## src/rtl/rom_arbiter.sv

```systemverilog
// rom_arbiter: shares one combinational instruction-ROM port between the
// instruction-fetch (IF) and data-side (DM) requesters. At most one ROM
// access is granted per cycle, and the response comes back one cycle later.
// The arbiter also latches the first access the ROM reports as inaccessible.
// Optional feature: define ROM_ARB_PREFETCH_EN to add a one-entry sequential
// IF prefetch buffer that is filled during idle cycles.
module rom_arbiter #(
  parameter int MAX_WAIT = 3,
  parameter int WAIT_W   = 4
) (
  input  logic        clk,
  input  logic        reset,
  input  logic        if_req,
  input  logic [31:0] if_addr,
  output logic        if_gnt,
  output logic        if_rvalid,
  output logic [31:0] if_rdata,
  output logic        if_err,
  input  logic        dm_req,
  input  logic [31:0] dm_addr,
  output logic        dm_gnt,
  output logic        dm_rvalid,
  output logic [31:0] dm_rdata,
  output logic        dm_err,
  output logic [31:0] rom_addr,
  input  logic [31:0] rom_data,
  input  logic        rom_accessable,
  output logic        err_valid,
  output logic [31:0] err_addr,
  input  logic        err_clr
);

  logic [WAIT_W-1:0] r_if_wait;
  logic              r_if_rvalid, r_if_err, r_dm_rvalid, r_dm_err;
  logic [31:0]       r_if_rdata, r_dm_rdata;
  logic              r_err_valid;
  logic [31:0]       r_err_addr;

  logic        w_if_pri, w_if_hit, w_if_rom_gnt, w_dm_gnt, w_if_gnt;
  logic        w_acc_err;
  logic [31:0] w_idle_addr, w_pf_data, w_rom_word;

`ifdef ROM_ARB_PREFETCH_EN
  logic        r_pf_valid, r_if_seen;
  logic [31:0] r_pf_addr, r_pf_data, r_last_if_addr;
  logic        w_pf_fetch;

  // A ROM cycle with no requests fetches the next sequential IF word, but
  // only after an IF grant has established where the stream is.
  assign w_pf_fetch  = ~if_req & ~dm_req & r_if_seen;
  assign w_idle_addr = w_pf_fetch ? (r_last_if_addr + 32'd4) : 32'h0;
  assign w_if_hit    = if_req & r_pf_valid & (if_addr == r_pf_addr);
  assign w_pf_data   = r_pf_data;

  // Fill the prefetch buffer on idle cycles and track the IF stream.
  always_ff @(posedge clk) begin
    if (!reset) begin
      r_pf_valid     <= 1'b0;
      r_pf_addr      <= 32'h0;
      r_pf_data      <= 32'h0;
      r_last_if_addr <= 32'h0;
      r_if_seen      <= 1'b0;
    end else begin
      if (w_pf_fetch && rom_accessable) begin
        r_pf_valid <= 1'b1;
        r_pf_addr  <= w_idle_addr;
        r_pf_data  <= rom_data;
      end
      if (w_if_gnt) begin
        r_last_if_addr <= if_addr;
        r_if_seen      <= 1'b1;
      end
    end
  end
`else
  assign w_idle_addr = 32'h0;
  assign w_if_hit    = 1'b0;
  assign w_pf_data   = 32'h0;
`endif

  // IF takes priority over DM once it has been denied MAX_WAIT cycles in a row.
  // A prefetch hit does not use the ROM, so DM can still be granted that cycle.
  assign w_if_pri     = if_req & (r_if_wait == WAIT_W'(MAX_WAIT));
  assign w_dm_gnt     = dm_req & ~(w_if_pri & ~w_if_hit);
  assign w_if_rom_gnt = if_req & ~w_if_hit & ~w_dm_gnt;
  assign w_if_gnt     = w_if_rom_gnt | w_if_hit;
  assign w_acc_err    = (w_dm_gnt | w_if_rom_gnt) & ~rom_accessable;
  assign w_rom_word   = rom_accessable ? rom_data : 32'h0;

  // Drive the ROM with the winning address; idle cycles use the prefetch address.
  always_comb begin
    // NOTE: rom_addr is given a default before any branch, so no path can infer a latch.
    rom_addr = w_idle_addr;
    if (w_dm_gnt)          rom_addr = dm_addr;
    else if (w_if_rom_gnt) rom_addr = if_addr;
  end

  // Register the response for each port. The wait counter and error capture
  // are updated on the same edge.
  always_ff @(posedge clk) begin
    // NOTE: synchronous active-low reset. Every state bit is cleared here,
    // because this block has no memory arrays.
    if (!reset) begin
      r_if_wait   <= '0;
      r_if_rvalid <= 1'b0;
      r_if_rdata  <= 32'h0;
      r_if_err    <= 1'b0;
      r_dm_rvalid <= 1'b0;
      r_dm_rdata  <= 32'h0;
      r_dm_err    <= 1'b0;
      r_err_valid <= 1'b0;
      r_err_addr  <= 32'h0;
    end else begin
      // NOTE: use non-blocking assignments so that every register samples pre-edge values.
      r_if_rvalid <= w_if_gnt;
      r_dm_rvalid <= w_dm_gnt;
      r_if_err    <= w_if_rom_gnt & ~rom_accessable;
      r_dm_err    <= w_dm_gnt & ~rom_accessable;
      if (w_if_hit)          r_if_rdata <= w_pf_data;
      else if (w_if_rom_gnt) r_if_rdata <= w_rom_word;
      if (w_dm_gnt)          r_dm_rdata <= w_rom_word;

      if (if_req && !w_if_gnt) begin
        if (r_if_wait != WAIT_W'(MAX_WAIT)) r_if_wait <= r_if_wait + 1'b1;
      end else begin
        r_if_wait <= '0;
      end

      // When a clear and a new error arrive in the same cycle, the new error is captured.
      if (w_acc_err && (!r_err_valid || err_clr)) begin
        r_err_valid <= 1'b1;
        r_err_addr  <= rom_addr;
      end else if (err_clr) begin
        r_err_valid <= 1'b0;
      end
    end
  end

  assign if_gnt    = w_if_gnt;
  assign dm_gnt    = w_dm_gnt;
  assign if_rvalid = r_if_rvalid;
  assign if_rdata  = r_if_rdata;
  assign if_err    = r_if_err;
  assign dm_rvalid = r_dm_rvalid;
  assign dm_rdata  = r_dm_rdata;
  assign dm_err    = r_dm_err;
  assign err_valid = r_err_valid;
  assign err_addr  = r_err_addr;

endmodule

```

## config.mk

```make
export PLATFORM = sky130hd
export DESIGN_NAME = rom_arbiter
export DESIGN_NICKNAME = d
export VERILOG_FILES = /design/src/rtl/rom_arbiter.sv
export SDC_FILE = /design/constraint.sdc
export NUM_CORES = 1
export LEC_CHECK = 0
export BUFFER_PORTS_ARGS = -buffer_cell sky130_fd_sc_hd__buf_2
export CORE_ASPECT_RATIO = 0.9
export CORE_UTILIZATION = 46
export DETAILED_ROUTE_END_ITERATION = 10
export PLACE_DENSITY_LB_ADDON = 0.15
export SLEW_MARGIN = 40
export SYNTH_ARGS = -nofsm -noshare
export SYNTH_HDL_FRONTEND = slang
export SYNTH_SLANG_ARGS = --single-unit
export TNS_END_PERCENT = 1
```

## constraint.sdc

```tcl
create_clock -name clk -period 2.1 [get_ports clk]
set_input_delay 0.21 -clock clk [delete_from_list [all_inputs] [get_ports clk]]
set_output_delay 0.21 -clock clk [all_outputs]
set_load 0.02 [all_outputs]
```

# Word level (Yosys, flattened, before mapping)
# Index checks and enable logic that the tools add are counted.
# op_classes
n_addsub,1
eq_ne,2
muxes,5
bitwise_logic,10
reduce_logical,7
# ops
op,n
$mux W32,3
$and A1 B1 Y1,6
$add A4 B1 Y4 const B,1
$eq A4 B2 Y1 const B,1
$ne A4 B2 Y1 const B,1
$not A1 Y1,3
$logic_and A1 B1 Y1,2
$logic_not A1 Y1,2
$mux W1,2
$reduce_and A2 Y1,1
$reduce_bool A2 Y1,1
$logic_or A1 B1 Y1,1
$or A1 B1 Y1,1
# word_totals
reg_bits,105
input_bits,102
out_inout_bits,135
wordCells,34

# Depth between registers and ports, before layout
# logic_depth
ltp_word,10
mapped_depth,7
mapped_depth_nobuf,5

# Worst setup path before layout
# No wires, ideal clock.
# synth_path
path_kind,register to output
start,register r_if_wait[0]
end,output port rom_addr[2]
t_arrival_ps,1395
required_time_ps,1890
path_slack_ps,495
stages_incl_launch_ff,7
path_cell_list,dfxtp_1 -> ha_1 -> nand4bb_1 -> buf_2 -> buf_1 -> nand3_1 -> nand2_1
# synth_between
elab_chain_len,8
# synth_rtl
item,line_no,source
start: declaration,33,logic [WAIT_W-1:0] r_if_wait;
start signal: assignment,124,if (r_if_wait != WAIT_W'(MAX_WAIT)) r_if_wait <= r_if_wait + 1'b1;
$eq A4 B2 Y1 *,83,assign w_if_pri = if_req & (r_if_wait == WAIT_W'(MAX_WAIT));
$and A1 B1 Y1 *,83,
$not A1 Y1 *,84,assign w_dm_gnt = dm_req & ~(w_if_pri & ~w_if_hit);
$and A1 B1 Y1 *,84,
$not A1 Y1,85,assign w_if_rom_gnt = if_req & ~w_if_hit & ~w_dm_gnt;
$and A1 B1 Y1,85,
$mux W32,95,else if (w_if_rom_gnt) rom_addr = if_addr;
$mux W32 *,94,if (w_dm_gnt) rom_addr = dm_addr;
end: declaration,25,"output logic [31:0] rom_addr,"
# Every way passes the cells marked *; elsewhere a longest branch is shown, timed or not.

# Final worst setup path
# layout_path
start,register r_if_wait[1]
end,output port rom_addr[27]
# Same word-level chain as after synthesis.

==> metrics.cfg <==
[run_status]
status = finished clean

[power]
power.internal_uw = 3320
seq_power_share_pct = 45.9
peakVddDrop_mv = 0.552
pwr_density_cell_nw_per_um2 = 722
combPwrFrac_pct = 19.3
clock_power_share_pct = 34.8
switching_power_uw = 1340
switching_share_pct = 28.7
leakage_uw = 0.00291

[critical_path]
path_buf_inv = 2
crit_required_ps = 1890
worstPathArrival_ps = 1780
path_max_fanout = 26
critPathKind = reg2out
crit_path_top_delay_cell = dfxtp_1
slowest_delay_ps = 370
cp_top_family = simple AND/OR/NAND/NOR gates
cp_cell_sequence = ha_4 > and4bb_4 > buf_12 > o21ai_1 > nand2_1 > buf_2
end_kind = output pin
crit_path_start_kind = flop

[clock_tree]
cts_tree = built
worstSkewPairLatency_ps = 340
clock_sinks = 105
clk_pin_slew_ps = 70
cts_hold_buf = 0
root_buffer = clkbuf_16
clock_path_buffers = 2
cts_buffers = 9
cts_max_level = 3

[grt]
grt_pass1_vias = 4928
grt_use_total_pct = 28.2
grt_pass1_wl_microns = 24000
grt-ovfl-total = 0
grt_max_degree = 47
antenna_found_initial = 0

[logic_synthesis]
synth.yosys.seq_area_share_pct = 43.4
yosys_register_bits = 105
yosys_warnings = 0
synth_area_leaders = dfxtp_1 (43%), o21ai_1 (9.9%), a311oi_2 (9.3%)
synthCells = 587
synth_fp_nets = 690
ys_types = 29
yosys.area.top_type_share_pct = 43.4
avgSynthCellArea_sq_um = 8.26
yosys.area.top_type = dfxtp_1
netlist_area_sq_um = 4850

[cells_and_area]
n_antenna_cell = 0
finish.instance_area_sq_um = 6450
final_cell_mix = buf_2 (236), dfxtp_1 (104), o21ai_1 (93)
drive_gt1_share_pct = 39.9
fillCellCount = 943
nNetsFinal = 897
syn2layout_area_growth_pct = 33.2
final_common_cell = buf_2

[min_path]
hold_class = in2reg

[sta]
rsz0062_at_grt = false
hold_ws_ps = 167
max_freq_ghz = 0.503
finClkSkew_ps = 6.96
max_slew_margin_pct = 62.9
drv_slew = 0
fin_setup_tns_ps = 0
setup_ws_ps = 113
period_needed_ps = 1990
max_slew.worst_pin.slew_ps = 557
setup_violations = 0
hold_violations = 0
fin_crit_sh_pct = 94.6

[detailed_routing]
finalWirelength_microns = 15700
antenna_left = 0
vias = 5255
drc = 0
drt-wirelength-per-cell_microns = 17.0
first_iter_violations = 381
firstDrtPassIters = 5
via_per_inst = 5.67

[placed_design]
port_buffers = 236
placed_cell_area_sq_um = 6070
post-place-ws_ps = 331
place.gp.congestion = 0.799
dp.final_hpwl_microns = 10500

[die]
num_io_pins = 237
dieArea_sq_um = 10900
start_util_pct = 47.3
fp.dieW_microns = 110
fp.coreArea_sq_um = 10200
die_h_microns = 99.4
row_count = 35

[run]
drv_cap = 0

==> synthesized netlist by cell type <==
master / number
and4bb_1: 1
nor3_1: 1
buf_4: 1
inv_1: 1
nand4_1: 32
nor2_1: 3
dfxtp_1: 105
nand2_1: 66
buf_1: 13
clkbuf_1: 33
a311oi_2: 30
nor2b_1: 1
nand4bb_1: 1
ha_1: 1
o21ai_1: 96
o21ba_1: 1
xor2_1: 1
buf_2: 16
a21oi_1: 68
nand3_1: 66
nor3b_1: 2
a311oi_1: 2
and2_1: 32
nand3b_1: 1
buf_6: 6
nand2b_1: 4
o21bai_1: 1
inv_2: 1
and2_4: 1
==> cell families (layout without fill, tap and decap cells) <==
logic type / after synthesis / after routing / synth area share [%]
xor gates and xnor gates: 1 / 1 / 0.181
buffers and inverters: 71 / 281 / 6.92
DFF: 105 / 105 / 43.4
AOI/OAI and AO/OA: 198 / 198 / 27.0
adders and majority gates: 1 / 1 / 0.258
and+or+nand+nor: 211 / 211 / 22.3
==> registers in the layout, summed over array words and instances (netlist names) <==
| signal | count |
|---|---|
| dm_err | 1 |
| dm_rdata | 32 |
| dm_rvalid | 1 |
| err_addr | 32 |
| err_valid | 1 |
| if_err | 1 |
| if_rdata | 32 |
| if_rvalid | 1 |
| r_if_wait | 4 |
==> layer usage <==
layer / part of all wire [%] / up-vias / GRT usage (%)
met5: 0 / - / 0
met4: 2.1 / 0 / 10.4
met3: 7.1 / 32 / 6.16
met2: 48 / 232 / 47.2
met1: 43 / 2452 / 35.2
li1: - / 2539 / -
==> repair_timing <==
action,4_1_cts,5_1_grt
endpoints found under the setup margin,32,32
cloned,1,0
gates resized for setup,5,3
endpoints found under the hold margin,0,0
setup buffers,0,7
==> through the flow <==
| stage | total power (uW) | std cells | util [%] |
|---|---|---|---|
| 6_report | 4660 | 926 | 63.0 |
| 5_1_grt | 4860 | 926 | 63.0 |
| 4_1_cts | 4680 | 919 | 62.3 |
| 3_5_place_dp | 3070 | 904 | 59.2 |
| 3_3_place_gp | 3050 | 904 | 59.2 |
| 2_1_floorplan | 2750 | 587 | - |
==> worst register-to-register path: stages, from the launching register on <==
cell and delay (ps):
dfxtp_1 370, ha_4 180, nand4bb_4 240, buf_4 230, nand2_1 110, inv_2 80, buf_4 250, o21ai_1 200
==> area by class of cell <==
class | count | area (sq um) | share of cell area, %
timing repair buffer | 265 | 1440 | 22.4
sequential | 105 | 2100 | 32.6
multi-input combinational | 411 | 2460 | 38.1
clock inverter | 3 | 43.8 | 0.679
inverter | 2 | 7.51 | 0.116
clock buffer | 11 | 233 | 3.61
tap | 129 | 161 | 2.50
==> power groups by stage <==
stage          sequential, uW  clock [uW]  combinational, uW
3_3_place_gp             2180           0                875
4_1_cts                  2140        1640                895
3_5_place_dp             2180           0                889
2_1_floorplan            2300           0                451
6_report                 2140        1620                900
5_1_grt                  2150        1740                968
==> path summary, 6_finish.rpt <==
path,depth (start not counted),end,from,slack (ps)
worst max register to register,7,dm_rdata[21]$_SDFFE_PN0P_,r_if_wait[1]$_SDFFE_PN0P_,370
worst min-delay path,3,err_addr[22]$_SDFFE_PN0P_,if_addr[22],170
worst min register to register,2,dm_rdata[8]$_SDFFE_PN0P_,dm_rdata[8]$_SDFFE_PN0P_,450
worst max-delay path,6,rom_addr[27],r_if_wait[1]$_SDFFE_PN0P_,110
(Power assumes the default switching activity.)
